`config.mk`:
```
export PLATFORM = sky130hd
export DESIGN_NAME = path_result_writer_flat
export DESIGN_NICKNAME = d
export VERILOG_FILES = /design/src/rtl/path_result_writer_pkg.sv /design/src/rtl/path_result_writer_if.sv /design/src/rtl/path_result_writer_addr_gen.sv /design/src/rtl/path_result_writer.sv /design/src/flat_wrapper.sv
export SDC_FILE = /design/constraint.sdc
export NUM_CORES = 1
export LEC_CHECK = 0
export ABC_AREA = 1
export BUFFER_PORTS_ARGS = -buffer_cell sky130_fd_sc_hd__buf_2
export CORE_ASPECT_RATIO = 1.4
export CORE_MARGIN = 2
export CORE_UTILIZATION = 50
export DETAILED_ROUTE_END_ITERATION = 12
export PLACE_DENSITY = 0.78
export SYNTH_ARGS = -nofsm -noshare
export SYNTH_HDL_FRONTEND = slang
export SYNTH_HIERARCHICAL = 1
export SYNTH_SLANG_ARGS = --single-unit
```
`constraint.sdc`:
```
create_clock -name clk -period 2.1 [get_ports clk]
set_input_delay 0.42 -clock clk [delete_from_list [all_inputs] [get_ports clk]]
set_output_delay 0.42 -clock clk [all_outputs]
set_load 0.03 [all_outputs]
```
`src/rtl/path_result_writer_pkg.sv`:
```
// Shared types and constants for the A* path result writer.
// Holds the FSM state encoding, the end-of-path sentinel and the status word layout.
package path_writer_pkg;

    typedef enum logic [2:0] {
        IDLE,
        CLEAR,
        ACCEPT,
        WRITE_NODE,
        WRITE_TERM,
        WRITE_STATUS,
        DONE
    } path_state_e;

    localparam logic [15:0] PATH_SENTINEL   = 16'hFFFF;
    localparam int          STATUS_DONE_BIT = 15;
    localparam int          STATUS_OVF_BIT  = 14;
    localparam int          COUNT_W         = 14;

    function automatic logic is_write_state(input path_state_e s);
        return (s == CLEAR) || (s == WRITE_NODE) || (s == WRITE_TERM) || (s == WRITE_STATUS);
    endfunction

    // The HPS polls the done bit, so this word must be the final write of a result.
    function automatic logic [15:0] make_status(input logic ovf, input logic [COUNT_W-1:0] count);
        logic [15:0] w;
        w                  = '0;
        w[STATUS_DONE_BIT] = 1'b1;
        w[STATUS_OVF_BIT]  = ovf;
        w[COUNT_W-1:0]     = count;
        return w;
    endfunction

endpackage

```
`src/rtl/path_result_writer_if.sv`:
```
// Node stream, memory write bus and control/status signals of the path result writer.
// Defining PATH_WAITREQ_EN adds the mem_waitrequest back-pressure input.
interface path_result_writer_if;

    logic        path_start;
    logic        node_valid;
    logic        node_ready;
    logic [15:0] node_id;
    logic        node_last;
    logic        write_enable;
    logic [15:0] address;
    logic [15:0] writedata;
    logic        busy;
    logic        done;
    logic        overflow;
`ifdef PATH_WAITREQ_EN
    logic        mem_waitrequest;
`endif

    modport master (
`ifdef PATH_WAITREQ_EN
        input  mem_waitrequest,
`endif
        input  path_start, node_valid, node_id, node_last,
        output node_ready, write_enable, address, writedata, busy, done, overflow
    );

    modport slave (
`ifdef PATH_WAITREQ_EN
        output mem_waitrequest,
`endif
        output path_start, node_valid, node_id, node_last,
        input  node_ready, write_enable, address, writedata, busy, done, overflow
    );

endinterface

```
`src/rtl/path_result_writer_addr_gen.sv`:
```
// Byte address of the word written in a given state: the status word at BASE_ADDR,
// or the list slot BASE_ADDR+2+2*count for node and sentinel writes (16-bit wrap).
module path_result_addr_gen
    import path_writer_pkg::*;
#(
    parameter logic [15:0] BASE_ADDR = 16'h0900
) (
    input  path_state_e        state,
    input  logic [COUNT_W-1:0] count,
    output logic [15:0]        address
);

    logic [15:0] slot_offset;

    always_comb begin
        slot_offset = 16'd2 + {1'b0, count, 1'b0};
        if (state == WRITE_NODE || state == WRITE_TERM) begin
            address = BASE_ADDR + slot_offset;
        end else begin
            address = BASE_ADDR;
        end
    end

endmodule

```
`src/rtl/path_result_writer.sv`:
```
// Writes a backtraced A* path (status word, node IDs, 0xFFFF sentinel) into HPS shared memory.
// Optional macro PATH_WAITREQ_EN: stalls every write while mem_waitrequest is high.
module path_result_writer
    import path_writer_pkg::*;
#(
    parameter logic [15:0] BASE_ADDR = 16'h0900,
    parameter int          MAX_NODES = 64
) (
    input logic                 clk,
    input logic                 reset,
    path_result_writer_if.master bus
);

    localparam logic [COUNT_W-1:0] COUNT_MAX = COUNT_W'(MAX_NODES);

    path_state_e        state_q, state_d;
    logic [COUNT_W-1:0] count_q, count_d;
    logic [15:0]        lat_id_q, lat_id_d;
    logic               lat_last_q, lat_last_d;
    logic               overflow_q, overflow_d;
    logic               node_ready_q, node_ready_d;
    logic               write_enable_q, write_enable_d;
    logic [15:0]        address_q, address_d;
    logic [15:0]        writedata_q, writedata_d;
    logic               busy_q, busy_d;
    logic               done_q, done_d;
    logic               stall;
    logic               handshake;
    logic [15:0]        slot_address;

    path_result_addr_gen #(.BASE_ADDR(BASE_ADDR)) u_addr_gen (
        .state   (state_d),
        .count   (count_d),
        .address (slot_address)
    );

    always_comb begin
        state_d    = state_q;
        count_d    = count_q;
        lat_id_d   = lat_id_q;
        lat_last_d = lat_last_q;
        overflow_d = overflow_q;
        handshake  = bus.node_valid && node_ready_q;
`ifdef PATH_WAITREQ_EN
        stall      = is_write_state(state_q) && bus.mem_waitrequest;
`else
        stall      = 1'b0;
`endif
        if (!stall) begin
            case (state_q)
                IDLE: begin
                    if (bus.path_start) begin
                        state_d    = CLEAR;
                        count_d    = '0;
                        overflow_d = 1'b0;
                    end
                end
                CLEAR: state_d = ACCEPT;
                ACCEPT: begin
                    if (handshake) begin
                        if (bus.node_id == PATH_SENTINEL) begin
                            state_d = WRITE_TERM;
                        end else if (count_q < COUNT_MAX) begin
                            lat_id_d   = bus.node_id;
                            lat_last_d = bus.node_last;
                            state_d    = WRITE_NODE;
                        end else begin
                            // List is full: remember the loss but keep draining until the path ends.
                            overflow_d = 1'b1;
                            if (bus.node_last) begin
                                state_d = WRITE_TERM;
                            end
                        end
                    end
                end
                WRITE_NODE: begin
                    count_d = count_q + 1'b1;
                    state_d = lat_last_q ? WRITE_TERM : ACCEPT;
                end
                WRITE_TERM:   state_d = WRITE_STATUS;
                WRITE_STATUS: state_d = DONE;
                DONE:         state_d = IDLE;
                default:      state_d = IDLE;
            endcase
        end
    end

    // Outputs are decoded from the next state so they appear registered alongside it.
    always_comb begin
        node_ready_d   = (state_d == ACCEPT);
        write_enable_d = is_write_state(state_d);
        busy_d         = (state_d != IDLE) && (state_d != DONE);
        done_d         = (state_d == DONE);
        address_d      = write_enable_d ? slot_address : 16'h0000;
        case (state_d)
            WRITE_NODE:   writedata_d = lat_id_d;
            WRITE_TERM:   writedata_d = PATH_SENTINEL;
            WRITE_STATUS: writedata_d = make_status(overflow_d, count_d);
            default:      writedata_d = 16'h0000;
        endcase
    end

    always_ff @(posedge clk) begin
        if (reset) begin
            state_q        <= IDLE;
            count_q        <= '0;
            lat_id_q       <= '0;
            lat_last_q     <= 1'b0;
            overflow_q     <= 1'b0;
            node_ready_q   <= 1'b0;
            write_enable_q <= 1'b0;
            address_q      <= '0;
            writedata_q    <= '0;
            busy_q         <= 1'b0;
            done_q         <= 1'b0;
        end else begin
            state_q        <= state_d;
            count_q        <= count_d;
            lat_id_q       <= lat_id_d;
            lat_last_q     <= lat_last_d;
            overflow_q     <= overflow_d;
            node_ready_q   <= node_ready_d;
            write_enable_q <= write_enable_d;
            address_q      <= address_d;
            writedata_q    <= writedata_d;
            busy_q         <= busy_d;
            done_q         <= done_d;
        end
    end

    assign bus.node_ready   = node_ready_q;
    assign bus.write_enable = write_enable_q;
    assign bus.address      = address_q;
    assign bus.writedata    = writedata_q;
    assign bus.busy         = busy_q;
    assign bus.done         = done_q;
    assign bus.overflow     = overflow_q;

endmodule
```
`src/flat_wrapper.sv`:
```
// flat-port wrapper written by rule: the top's interface ports become plain ports
module path_result_writer_flat import path_writer_pkg::*;
#(
    parameter logic [15:0] BASE_ADDR = 16'h0900,
    parameter int          MAX_NODES = 64
)
  (clk, reset, bus_path_start, bus_node_valid, bus_node_id, bus_node_last, bus_node_ready, bus_write_enable, bus_address, bus_writedata, bus_busy, bus_done, bus_overflow);
  path_result_writer_if bus_i ();
  input logic clk;
  input logic reset;
  input wire logic [$bits(bus_i.path_start)-1:0] bus_path_start;
  input wire logic [$bits(bus_i.node_valid)-1:0] bus_node_valid;
  input wire logic [$bits(bus_i.node_id)-1:0] bus_node_id;
  input wire logic [$bits(bus_i.node_last)-1:0] bus_node_last;
  output wire logic [$bits(bus_i.node_ready)-1:0] bus_node_ready;
  output wire logic [$bits(bus_i.write_enable)-1:0] bus_write_enable;
  output wire logic [$bits(bus_i.address)-1:0] bus_address;
  output wire logic [$bits(bus_i.writedata)-1:0] bus_writedata;
  output wire logic [$bits(bus_i.busy)-1:0] bus_busy;
  output wire logic [$bits(bus_i.done)-1:0] bus_done;
  output wire logic [$bits(bus_i.overflow)-1:0] bus_overflow;
  assign bus_i.path_start = bus_path_start;
  assign bus_i.node_valid = bus_node_valid;
  assign bus_i.node_id = bus_node_id;
  assign bus_i.node_last = bus_node_last;
  assign bus_node_ready = bus_i.node_ready;
  assign bus_write_enable = bus_i.write_enable;
  assign bus_address = bus_i.address;
  assign bus_writedata = bus_i.writedata;
  assign bus_busy = bus_i.busy;
  assign bus_done = bus_i.done;
  assign bus_overflow = bus_i.overflow;
  path_result_writer #(.BASE_ADDR(BASE_ADDR), .MAX_NODES(MAX_NODES)) u_core (.clk(clk), .reset(reset), .bus(bus_i));
endmodule
```
== Word-level counts from Yosys, hierarchy flattened ==
Cells that the tools add are included.

* Word-level logic and storage cells: 63
* Flip-flop bits (word level): 71
* Output and inout port bits: 37

* Reduce and logical (&&, ||, !) cells: 11
* Add/sub/neg operators: 3
* Bitwise logic cells: 3
* Order comparisons: 1
* Equal/unequal tests: 13
* Muxes and demuxes: 20

{| class="wikitable"
|+ Operators by type and width
! cell !! count
|-
| 16-bit two-way mux || 4
|-
| 16-bit case mux with 3 select lines || 1
|-
| 14-bit case mux with 2 select lines || 1
|-
| 3-bit two-way mux || 6
|-
| 3-bit case mux with 6 select lines || 1
|-
| 12-bit by 16-bit adder with 16-bit output, first input constant || 1
|-
| 2-bit by 15-bit adder with 16-bit output, first input constant || 1
|-
| 16-bit == test, second input constant || 1
|-
| 3-bit == test, second input constant || 5
|-
| 14-bit by 1-bit adder with 14-bit output, second input constant || 1
|-
| 14-bit by 7-bit < comparator with 1-bit output, second input constant || 1
|-
| 14-bit two-way mux || 1
|-
| 3-bit by 2-bit == test with 1-bit output, second input constant || 4
|-
| 12-bit two-way mux || 1
|-
| 3-bit by 1-bit == test with 1-bit output, second input constant || 2
|-
| 1-bit logical OR || 4
|-
| 1-bit two-way mux || 4
|-
| 4-bit AND reduction || 1
|-
| 3-bit zero test || 1
|-
| 3-bit != test, second input constant || 1
|-
| 1-bit inverter || 3
|-
| 3-bit nonzero test || 1
|-
| 3-bit OR reduction || 1
|-
| 1-bit logical AND || 2
|-
| 2 further kinds || 2
|}

== Logic depth before layout (Yosys ltp) ==
Gate-level depths: netlist (run 1).

* Depth in word-level cells: 11
* Depth in mapped cells: 20
* Depth with buffers taken out: 18

== Modules after synthesis ==
Netlist (run 1), hierarchy kept.

{| class="wikitable"
|+ By module, submodules not included
! module !! times used !! cells each !! area each (um^2)
|-
| path_result_writer || 1 || 390 || 2842.7
|-
| path_result_addr_gen || 1 || 96 || 426.7
|}

== Worst setup path after synthesis (run 1) ==
No wires, ideal clock.

* Path kind: register to register
* Start point: register u_core.state_q[2]
* End point: register u_core.address_q[13] (netlist: u_core/bus.address[13])
* Cell stages (with the launch flop): 21
* Clock period less this slack: 2196 ps
* Data arrival time: 2082 ps
* Slack: -96 ps
* Buffers on the path: 2
* Cell sequence: dfxtp_1 -> buf_6 -> inv_4 -> nand2_1 -> nor2_1 -> a21oi_2 -> inv_2 -> buf_2 -> nand2_1 -> o21ai_0 -> inv_1 -> ha_1 -> nand2_1 -> nor2_1 -> nand3_1 -> nand2_1 -> nand2_1 -> nand2_1 -> nor2_1 -> inv_1 -> nor2_4

{| class="wikitable"
|+ RTL lines
! item !! line !! source
|-
| start: declaration || path_result_writer.sv:16 || <nowiki>path_state_e state_q, state_d;</nowiki>
|-
| start signal: assignment || path_result_writer.sv:117 || <nowiki>state_q <= state_d;</nowiki>
|-
| 3-bit by 2-bit == test with 1-bit output or 3-bit zero test (tied branches) || path_result_writer.sv:50 || <nowiki>case (state_q)</nowiki>
|-
| 14-bit case mux with 2 select lines * || path_result_writer.sv:50 ||
|-
| net u_core.count_d[0] || path_result_writer.sv:17 || <nowiki>logic [COUNT_W-1:0] count_q, count_d;</nowiki>
|-
| 2-bit by 15-bit adder with 16-bit output * || path_result_writer_addr_gen.sv:16 || <nowiki>slot_offset = 16'd2 + {1'b0, count, 1'b0};</nowiki>
|-
| 12-bit by 16-bit adder with 16-bit output * || path_result_writer_addr_gen.sv:18 || <nowiki>address = BASE_ADDR + slot_offset;</nowiki>
|-
| end signal: assignment || path_result_writer.sv:124 || <nowiki>address_q <= address_d;</nowiki>
|-
| end: declaration || path_result_writer.sv:23 || <nowiki>logic [15:0] address_q, address_d;</nowiki>
|}

The timed path passes the listed nets; every way through them passes the cells marked *.
A chain may end at the register's enable or synchronous reset.

== Worst setup path after layout (run 1) ==
* Start point: register u_core.state_q[1]
* End point: register u_core.address_q[11] (netlist: u_core/bus.address[11])

{| class="wikitable"
|+ RTL lines
! item !! line !! source
|-
| 3-bit by 2-bit == test with 1-bit output or 3-bit zero test (tied branches) || path_result_writer.sv:50 ||
|-
| 14-bit case mux with 2 select lines * || path_result_writer.sv:50 ||
|-
| net u_core.count_d[8] || path_result_writer.sv:17 ||
|-
| 2-bit by 15-bit adder with 16-bit output * || path_result_writer_addr_gen.sv:16 ||
|-
| 12-bit by 16-bit adder with 16-bit output * || path_result_writer_addr_gen.sv:18 ||
|-
| 12-bit two-way mux * || path_result_writer_addr_gen.sv:17 || <nowiki>if (state == WRITE_NODE || state == WRITE_TERM) begin</nowiki>
|-
| net u_core.slot_address[11] || path_result_writer.sv:29 || <nowiki>logic [15:0] slot_address;</nowiki>
|}

Marked as above.

==> results of run 1 <==
[layer usage]
metal	part of all wire, %	global-route usage [%]	up-vias
li1	-	-	1792
met1	37	26.9	1767
met2	52	45.0	156
met3	5.3	5.88	60
met5	0	0	-
met4	5.7	10.2	0
[power by group through the flow]
stage                     Combinational (mW)  Sequential [mW]  Clock (mW)
after detailed placement               0.240             1.20           0
after floorplan                        0.119             1.22           0
after global placement                 0.236             1.20           0
after CTS                              0.251             1.17        1.08
final                                  0.296             1.18        1.06
after global routing                   0.316             1.18        1.12
[cells in the mapped netlist, drive strengths merged]
library cell,count,share of area [%]
nand2,101,12
nor2,91,13
inv,86,10
dfxtp,61,37
nand3,34,6.3
o21ai,29,4.9
a21oi,23,3.8
nand4,16,3.1
a31oi,9,1.7
buf,9,2.5
clkbuf,8,0.92
or2,6,1.1
nor3,5,1.1
ha,2,0.77
a211oi,1,0.23
a31o,1,0.27
conb,1,0.11
nand3b,1,0.23
o21a,1,0.23
o22ai,1,0.19
[logic make-up (layout without fill, tap and decap cells)]
family	count (synthesis)	count (layout)	share of synthesized area, %
other	1	1	0.115
and+or+nand+nor	254	254	37.1
adders and majority gates	2	2	0.765
DFF	61	61	37.4
buffers and inverters	103	244	13.4
AOI/OAI and AO/OA	65	65	11.3
[area by class of cell]
type	instances	area [um^2]	share of cell area [%]
multi-input combinational	322	1990	41.3
sequential	61	1240	25.7
timing repair buffer	142	961	20.0
inverter	86	338	7.01
clock buffer	10	138	2.86
tap	72	90.1	1.87
clock inverter	6	62.6	1.30
[sequential cells by signal (all words and copies together), names as in the netlist]
signal and count:
u_core/bus.overflow 1, u_core/count_q 14, u_core/bus.node_ready 1, u_core/lat_last_q 1, u_core/bus.address 16, u_core/bus.writedata 16
u_core/bus.write_enable 1, u_core/bus.done 1, u_core/bus.busy 1, u_core/lat_id_q 6, u_core/state_q 3
[what timing repair did]
action	in CTS	in global routing
setup endpoints to repair	9	15
setup buffers	4	12
resized for setup	22	100
pin swaps	4	33
[per-stage QoR]
step | utilization, % | cell area [um^2] | setup TNS, ps | setup slack [ps] | cells
2_1_floorplan | - | 3290 | 0 | 4.75 | 486
3_3_place_gp | 65.1 | 4070 | -456 | -154 | 668
3_5_place_dp | 65.1 | 4070 | -783 | -182 | 668
4_1_cts | 69.7 | 4360 | -6.35 | -4.56 | 688
5_1_grt | 77.0 | 4820 | -1510 | -203 | 699
6_report | 77.0 | 4820 | -296 | -101 | 699
[worst max path at each step]
stage                      start  slack, ps                      to  cells after the start
3_5_place_dp   u_core/state_q[2]       -180  u_core/bus.address[12]                     15
3_3_place_gp   u_core/state_q[2]       -150  u_core/bus.address[12]                     15
5_1_grt        u_core/state_q[1]       -200  u_core/bus.address[13]                     18
4_1_cts        u_core/state_q[0]         -5  u_core/bus.address[11]                     15
2_1_floorplan  u_core/state_q[2]          5  u_core/bus.address[13]                     20
6_report       u_core/state_q[1]       -100  u_core/bus.address[11]                     16
[critical path, delay by kind of cell, from the launching register on]
kind | cells | cell delay (ps)
AO/OA/AOI/OAI | 3 | 310
buffers and inverters | 7 | 730
flip-flops | 1 | 390
AND/OR/NAND/NOR | 6 | 650
==> impl_results.md, run 1 <==
* WP data arrival at 2440 ps
* Root Driver: clkbuf_8
* Syn avg cell area at 6.73 um^2
* Die width at 72.3 um
* Crit path kind: register to register
* Sw frac at 26.5%
* Fin crit share at 105%
* Syn Inst Count at 486
* CTS Buffer Depth at 2
* Hold_sp: bus_node_last
* Crit. End Element: register
* Worst hold stages at 3
* PnR worst setup slack at -101 ps
* Failing checks: setup timing
* Outcome: finished with violations
* Via count at 3775
* Crit Reg-Reg Startpoint: u_core/state_q[1]
* Slew Limit Fails at 0
* Die ar. at 7210 um^2
* Switching Power at 0.669 mW
* Reg clk slew, reported paths at 80 ps
* Crit-path max FO at 4
* Hold Path Sink: u_core/lat_last_q
* Number of buffers created by CTS at 9
* Rows at 34
* P_leak at 2.26 nW
* Cts hold-fix bufs at 0
* Total power at 2.53 mW
* Post-Syn Nets at 509
* CTS Sinks at 61
* Flop pwr share at 46.5%
* Most common cell after layout, fill and taps aside: buf_4
* Pwr Density at 525 nW/um^2
* Nets at 645
* Post-DRT Antenna Nets at 0
* Register area share after synthesis at 37.4%
* Startpoint class of the critical path: register
* # DRC at 0
* Core Area at 6250 um^2
* Commonest cells after routing, fill and taps aside: 76 x buf_4, 74 x nand2_1, 65 x nor2_1
* Vias in the first global route at 3238
* P_int at 1.86 mW
* Max_cap viols at 0
* R2R cell count at 16
* Antenna Cells at 0
* Worst-path cell chain: inv_4 > nor3_4 > inv_2 > buf_6 > a21oi_2 > o21ai_1 > o21ai_4 > nand2_4 > inv_4 > nand2_2 > buf_4 > buf_4 > nand3_1 > nand3_1 > inv_2 > nor2_4
* Initial antenna violation count at 0
* R2r setup slk at -100 ps
* Total GRT Usage at 24.8%
* Delay of the slowest critical-path stage at 390 ps
* WL final at 10500 um
* First-pass GRT wire length at 14100 um
* Worst Clk Skew at 11.6 ps
* Critical path's slowest cell: dfxtp_4
* Count of cell types in the netlist at 37
* Final Wtd Congestion at 0.926
* Max VDD drop at 0.461 mV
* Vias/cell at 5.40
* Hold slack at 345 ps
* Post-layout min period at 2200 ps
* Iteration-0 DRC Markers at 230
* Final Hold Vio Count at 0
* Drt pass-1 iters at 5
* Netlist Area Pre-Place at 3270 um^2
* TritonCTS clock tree: built
* Starting density of the core at 52.3%
* Clock power frac at 41.8%
* Synthesized flop and latch total at 61
* Clk_lat worst skew at 350 ps
* Hold Crit Class: input port to register
* Grt ovf at 0
* Final setup viols at 5
* Die height at 99.7 um
* Area grow syn2layout at 47.3%
* Worst reg2reg endpoint: u_core/bus.address[11]
* WL/cell at 15.0 um
* IO Port Bufs at 57
* Comb pwr share at 11.7%
* YS warnings at 6
* IO Count at 58
* F_max at 0.454 GHz
* Share of layout cells above drive strength 1 at 45.0%
* CP required at 2340 ps
* Maximum number of pins on one net before global-route repair at 40
* # fillers at 406
* RSZ-0062 raised after global routing: yes
* H-tree depth at 3
* DP HPWL at 6200 um
No activity file was read; power rests on OpenSTA's default activity.
==> inputs of run 2 (changes only) <==
--- a/config.mk
+++ b/config.mk
@@ -9,9 +9,9 @@
 export BUFFER_PORTS_ARGS = -buffer_cell sky130_fd_sc_hd__buf_2
 export CORE_ASPECT_RATIO = 1.4
 export CORE_MARGIN = 2
-export CORE_UTILIZATION = 50
+export CORE_UTILIZATION = 55
 export DETAILED_ROUTE_END_ITERATION = 12
-export PLACE_DENSITY = 0.78
+export PLACE_DENSITY = 0.82
 export SYNTH_ARGS = -nofsm -noshare
 export SYNTH_HDL_FRONTEND = slang
 export SYNTH_HIERARCHICAL = 1
==> constraint.sdc (replaced) <==
create_clock -name clk -period 2.12 [get_ports clk]
set_input_delay 0.424 -clock clk [delete_from_list [all_inputs] [get_ports clk]]
set_output_delay 0.424 -clock clk [all_outputs]
set_load 0.03 [all_outputs]
==> run 2 against run 1 <==
  * The run still ends with setup timing left
  * Sequential share of layout area is 1.0 points higher
  * Largest power group unchanged
  * Non-clock buffer count is 9 lower
  * Highest routed layer unchanged
  * Via count is 2.5% higher
  * Routed wire length is 5.5% higher
  * Critical path type unchanged
  * Register-to-register slack worse by 50 ps
==> impl_results.md, run 2 (synthesis results as in run 1) <==
* Outcome: finished with violations (unchanged)
* Failing checks: setup timing (unchanged)
* Worst Setup SP: u_core/count_q[6] (was u_core/state_q[1])
* Crit Reg-Reg Startpoint: u_core/count_q[6] (was u_core/state_q[1])
* Commonest cells after routing, fill and taps aside: 77 x nand2_1, 68 x buf_4, 64 x nor2_1 (was 76 x buf_4, 74 x nand2_1, 65 x nor2_1)
* Maximum number of pins on one net before global-route repair at 40 (unchanged)
* Hold Crit Class: input port to register (unchanged)
* Reg clk slew, reported paths at 70 ps (was 80 ps)
* RSZ-0062 raised after global routing: yes (unchanged)
* CTS Buffer Depth at 2 (unchanged)
* Final Hold Vio Count at 0 (unchanged)
* Slew Limit Fails at 0 (unchanged)
* Sw frac at 26.7% (was 26.5%)
* Placed Area at 4000 um^2 (was 4070 um^2)
* Final TNS setup at -644 ps (was -296 ps)
* WL/cell at 16.1 um (was 15.0 um)
* Antenna Cells at 0 (unchanged)
* Clock power frac at 38.0% (was 41.8%)
* IO Count at 58 (unchanged)
* Area grow syn2layout at 41.4% (was 47.3%)
* First-pass GRT wire length at 14100 um (about the same)
* Die height at 95.2 um (was 99.7 um)
* WP buf/inv at 3 (was 7)
* CTS Sinks at 61 (unchanged)
* Most frequent CP cell: nand2_2
* Clk_lat worst skew at 360 ps (was 350 ps)
* Final setup viols at 8 (was 5)
* Via count at 3869 (was 3775)
* WL final at 11000 um (was 10500 um)
* Most common cell after layout, fill and taps aside: nand2_1 (was buf_4)
* R2r setup slk at -150 ps (was -100 ps)
* WP data arrival at 2520 ps (was 2440 ps)
* Rows at 33 (was 34)
* Crit. End Element: register (unchanged)
* Share of layout cells above drive strength 1 at 43.6% (was 45.0%)
* Cts hold-fix bufs at 0 (unchanged)
* Vias in the first global route at 3324 (was 3238)
* # DRC at 0 (unchanged)
* Core Area at 5820 um^2 (was 6250 um^2)
* Post-route cell area at 4620 um^2 (was 4820 um^2)
* DP HPWL at 6000 um (was 6200 um)
* Post-layout min period at 2270 ps (was 2200 ps)
* IO Port Bufs at 57 (unchanged)
* Iteration-0 DRC Markers at 376 (was 230)
* Multi-input logic area at 1920 um^2 (was 1990 um^2)
* Worst-path cell chain: inv_2 > nor3_2 > nand2_1 > a21oi_2 > o21ai_2 > o21ai_4 > nand2_2 > inv_2 > nand2_2 > nand2_2 > nand2_2 > nand2_2 > nand2_1 > nand2_1 > nor2_1 > inv_1 > nor2_4 (was inv_4 > nor3_4 > inv_2 > buf_6 > a21oi_2 > o21ai_1 > o21ai_4 > nand2_4 > inv_4 > nand2_2 > buf_4 > buf_4 > nand3_1 > nand3_1 > inv_2 > nor2_4)
* Nets at 636 (was 645)
* Worst path depth at 17 (was 16)
* F_max at 0.441 GHz (was 0.454 GHz)
* Startpoint class of the critical path: register (unchanged)
* Grt ovf at 0 (unchanged)
* Drt pass-1 iters at 6 (was 5)
* Crit path kind: register to register (unchanged)
* Critical path's top delay family: simple AND/OR/NAND/NOR gates (was buffers and inverters)
* Worst Clk Skew at 11.5 ps (was 11.6 ps)
* Pwr Density at 507 nW/um^2 (was 525 nW/um^2)
* Die width at 69.2 um (was 72.3 um)
* CP required at 2370 ps (was 2340 ps)
* Initial antenna violation count at 0 (unchanged)
* Max VDD drop at 0.423 mV (was 0.461 mV)
* Worst reg2reg endpoint: u_core/bus.address[13] (was u_core/bus.address[11])
* Flop pwr share at 49.6% (was 46.5%)
* Vias/cell at 5.63 (was 5.40)
* P_leak at 2.14 nW (was 2.26 nW)
* Crit-path max FO at 4 (unchanged)
* H-tree depth at 3 (unchanged)
* Max_cap viols at 0 (unchanged)
* Switching Power at 0.626 mW (was 0.669 mW)
* Total GRT Usage at 26.9% (was 24.8%)
* Fin crit share at 107% (was 105%)
* R2R cell count at 17 (was 16)
* Root Driver: clkbuf_8 (unchanged)
* Die ar. at 6590 um^2 (was 7210 um^2)
* Setup crit end: u_core/bus.address[13] (was u_core/bus.address[11])
* TritonCTS clock tree: built (unchanged)
* Starting density of the core at 56.2% (was 52.3%)
* PnR worst setup slack at -150 ps (was -101 ps)
* Delay of the slowest critical-path stage at 410 ps (was 390 ps)
* Number of buffers created by CTS at 9 (unchanged)
* Post-DRT Antenna Nets at 0 (unchanged)
* Comb pwr share at 12.4% (was 11.7%)
* P_int at 1.72 mW (was 1.86 mW)
* Critical path's slowest cell: dfxtp_1 (was dfxtp_4)
* Final Wtd Congestion at 0.941 (was 0.926)
* # fillers at 352 (was 406)
* FF+latch area at 1240 um^2 (about the same)
## run 2: power by group through the flow
stage          logic [mW]  clock network (mW)  registers, mW
4_1_cts             0.239               0.888           1.17
5_1_grt             0.307               0.960           1.16
2_1_floorplan       0.118                   0           1.21
3_5_place_dp        0.230                   0           1.19
3_3_place_gp        0.225                   0           1.19
6_report            0.290               0.891           1.16
## run 2: cell type report
cell class,instances,area share (%)
Clock buffer,13,3.22
Clock inverter,2,0.217
Inverter,86,7.09
Multi-Input combinational cell,322,41.5
Sequential cell,61,26.7
Tap cell,70,1.89
Timing Repair Buffer,133,19.4
## run 2: worst min-delay path by stage
stage / startpoint / to / cells after the start
after floorplan: u_core/lat_last_q / u_core/lat_last_q / 2
final: bus_node_last / u_core/lat_last_q / 3
after global placement: u_core/lat_last_q / u_core/lat_last_q / 2
after CTS: bus_node_last / u_core/lat_last_q / 3
after global routing: bus_node_id[8] / u_core/bus.writedata[8] / 3
after detailed placement: u_core/count_q[3] / u_core/bus.writedata[3] / 2
## run 2: repair_timing
item / CTS / global route
buffers inserted: 1 / 16
gates resized for setup: 12 / 92
setup endpoints to repair: 11 / 14
pin swaps: 1 / 30
## run 2: metal layers
metal | global-route usage (%) | wire (um) | share of wire [%] | up-vias
met5 | 0 | 0 | 0 | -
met4 | 13.4 | 751 | 6.8 | 0
met3 | 7.51 | 924 | 8.4 | 85
met2 | 49.7 | 5470 | 50 | 249
met1 | 27.8 | 3890 | 35 | 1757
li1 | - | - | - | 1778
## run 2: per-stage QoR
step                      total power [mW]  setup slack, ps  std cells  util, %  hold slack, ps
after floorplan                       1.33             8.80        486        -             503
after global placement                1.42            -41.7        655     68.7             529
after detailed placement              1.42             -129        655     68.7             542
after CTS                             2.29            0.745        671     72.3             345
after global routing                  2.43             -224        687     79.4             342
final                                 2.35             -150        687     79.4             347
## run 2: worst register-to-register path, stage by stage, from the launching register on
cell     delay, ps
dfxtp_1        410
inv_2          120
nor3_2         310
nand2_1        180
a21oi_2        200
o21ai_2         90
o21ai_4         80
nand2_2        110
inv_2           80
nand2_2         60
nand2_2        100
nand2_2         60
nand2_2         80
nand2_1         70
nand2_1         70
nor2_1          40
inv_1           80
nor2_4          40
==> inputs of run 3 (changes only) <==
==> constraint.sdc (replaced) <==
create_clock -name clk -period 2.1 [get_ports clk]
set_input_delay 0.42 -clock clk [delete_from_list [all_inputs] [get_ports clk]]
set_output_delay 0.42 -clock clk [all_outputs]
set_load 0.03 [all_outputs]
==> run 3 against run 2 <==
  * The flow still finishes with violations (setup timing)
  * Sequential share of layout area shrank 0.25 points
  * Clock power up 9.7%
  * Routed wire length shrank 1.7%
  * Critical endpoint unchanged
  * Highest routed layer unchanged
==> impl_results.md, run 3 (synthesis results as in run 1) <==
* Outcome: finished with violations (unchanged)
* Failing checks: setup timing (unchanged)
* Sw frac at 26.3% (was 26.7%)
* WP data arrival at 2510 ps (was 2520 ps)
* P_leak at 2.18 nW (was 2.14 nW)
* Crit. End Element: register (unchanged)
* Die width at 69.2 um (unchanged)
* Pwr Density at 521 nW/um^2 (was 507 nW/um^2)
* DP HPWL at 6010 um (was 6000 um)
* Reg clk slew, reported paths at 70 ps (about the same)
* Die ar. at 6590 um^2 (unchanged)
* WL final at 10800 um (was 11000 um)
* Switching Power at 0.640 mW (was 0.626 mW)
* Cts hold-fix bufs at 0 (unchanged)
* Final Wtd Congestion at 0.900 (was 0.941)
* Via count at 3799 (was 3869)
* Crit-path max FO at 5 (was 4)
* P_int at 1.79 mW (was 1.72 mW)
* H-tree depth at 3 (unchanged)
* Vias in the first global route at 3426 (was 3324)
* Number of buffers created by CTS at 9 (unchanged)
* Total GRT Usage at 28.1% (was 26.9%)
* Antenna Cells at 0 (unchanged)
* WL/cell at 15.7 um (was 16.1 um)
* Most common cell after layout, fill and taps aside: nand2_1 (unchanged)
* Root Driver: clkbuf_8 (unchanged)
* Slew Limit Fails at 0 (unchanged)
* Drt pass-1 iters at 5 (was 6)
* IO Count at 58 (unchanged)
* # DRC at 0 (unchanged)
* Post-DRT Antenna Nets at 0 (unchanged)
* Rows at 33 (unchanged)
* Clk_lat worst skew at 350 ps (was 360 ps)
* Maximum number of pins on one net before global-route repair at 40 (unchanged)
* Iteration-0 DRC Markers at 397 (was 376)
* TritonCTS clock tree: built (unchanged)
* Final setup viols at 5 (was 8)
* Comb pwr share at 11.4% (was 12.4%)
* Nets at 640 (was 636)
* Area grow syn2layout at 42.6% (was 41.4%)
* Die height at 95.2 um (unchanged)
* Fin crit share at 109% (was 107%)
* Crit path kind: register to register (unchanged)
* F_max at 0.437 GHz (was 0.441 GHz)
* Total power at 2.43 mW (was 2.35 mW)
* RSZ-0062 raised after global routing: yes (unchanged)
* Initial antenna violation count at 0 (unchanged)
* Max_cap viols at 0 (unchanged)
* Commonest cells after routing, fill and taps aside: 82 x nand2_1, 72 x buf_4, 65 x nor2_1 (was 77 x nand2_1, 68 x buf_4, 64 x nor2_1)
* Grt ovf at 0 (unchanged)
* Max VDD drop at 0.339 mV (was 0.423 mV)
* IO Port Bufs at 57 (unchanged)
* Flop pwr share at 48.4% (was 49.6%)
* Post-layout min period at 2290 ps (was 2270 ps)
* Starting density of the core at 56.2% (unchanged)
* Worst Clk Skew at 8.98 ps (was 11.5 ps)
* Core Area at 5820 um^2 (unchanged)
* Share of layout cells above drive strength 1 at 42.7% (was 43.6%)
* PnR worst setup slack at -187 ps (was -150 ps)
* First-pass GRT wire length at 14700 um (was 14100 um)
* CP required at 2320 ps (was 2370 ps)
* Vias/cell at 5.50 (was 5.63)
* CTS Sinks at 61 (unchanged)
* Startpoint class of the critical path: register (unchanged)
* Final Hold Vio Count at 0 (unchanged)
* Hold Crit Class: input port to register (unchanged)
* CTS Buffer Depth at 2 (unchanged)
* Clock power frac at 40.2% (was 38.0%)
* Util after Layout at 80.1% (was 79.4%)
## run 3: cell types whose count changed in the layout (fill, tap and decap cells not counted), sizes merged
cell,delta
clkinvlp,+2
clkbuf,-1
clkinv,-1
buf,+4
## run 3: final cells by class
type / count / area (um^2)
Timing Repair Buffer: 137 / 920
Clock buffer: 12 / 165
Multi-Input combinational cell: 322 / 1900
Fill cell: 385 / 1160
Clock inverter: 3 / 20.0
Sequential cell: 61 / 1230
Inverter: 86 / 335
Tap cell: 70 / 87.6
## run 3: path summary, 6_finish.rpt
| check | slack (ps) | end | startpoint | cells after the start |
|---|---|---|---|---|
| worst max register to register | -190 | u_core/bus.address[13] | u_core/count_q[7] | 17 |
| worst min register to register | 580 | u_core/bus.writedata[6] | u_core/count_q[6] | 2 |
| worst max-delay path | -190 | u_core/bus.address[13] | u_core/count_q[7] | 17 |
| worst min-delay path | 350 | u_core/lat_id_q[0] | bus_node_id[0] | 3 |
## run 3: power by group through the flow
| stage | Combinational, mW | Sequential [mW] | Clock, mW |
|---|---|---|---|
| floorplan | 0.119 | 1.22 | 0 |
| global placement | 0.229 | 1.20 | 0 |
| detailed placement | 0.234 | 1.20 | 0 |
| CTS | 0.245 | 1.18 | 0.987 |
| global route | 0.298 | 1.18 | 1.04 |
| finish | 0.277 | 1.18 | 0.977 |
## run 3: timing repair
item	4_1_cts	5_1_grt
gates cloned	0	0
setup buffers	4	16
pin swaps	2	27
resized for setup	17	79
hold endpoints to repair	0	0
endpoints found under the setup margin	10	12
## run 3: routing by layer
metal | part of all wire (%) | up-vias | track usage (%)
met3 | 6.0 | 69 | 6.45
li1 | - | 1785 | -
met4 | 6.4 | 0 | 20.3
met1 | 35 | 1739 | 28.0
met2 | 53 | 206 | 51.5
met5 | 0 | - | 0
## run 3: worst max-delay path, cell delays in order (launching register included)
cell	delay, ps
dfxtp_1	420
inv_1	120
nor3_2	290
nand2_1	150
a21oi_2	140
o21ai_1	100
o21ai_2	110
nand2_2	130
inv_2	90
nand2_2	60
nand2_2	80
nand2_1	70
nand2_2	80
nand2_2	60
nand2_1	70
nor2_1	50
inv_1	90
nor2_4	30
## run 3: stage by stage
stage	TNS [ps]	cell area (um^2)	std cells	hold slack (ps)	setup WS, ps
after global placement	-519	4000	656	528	-134
after detailed placement	-635	4000	656	547	-136
after global routing	-1810	4660	691	348	-288
after CTS	0	4270	675	338	0.705
final	-726	4660	691	353	-187
after floorplan	0	3290	486	503	4.75
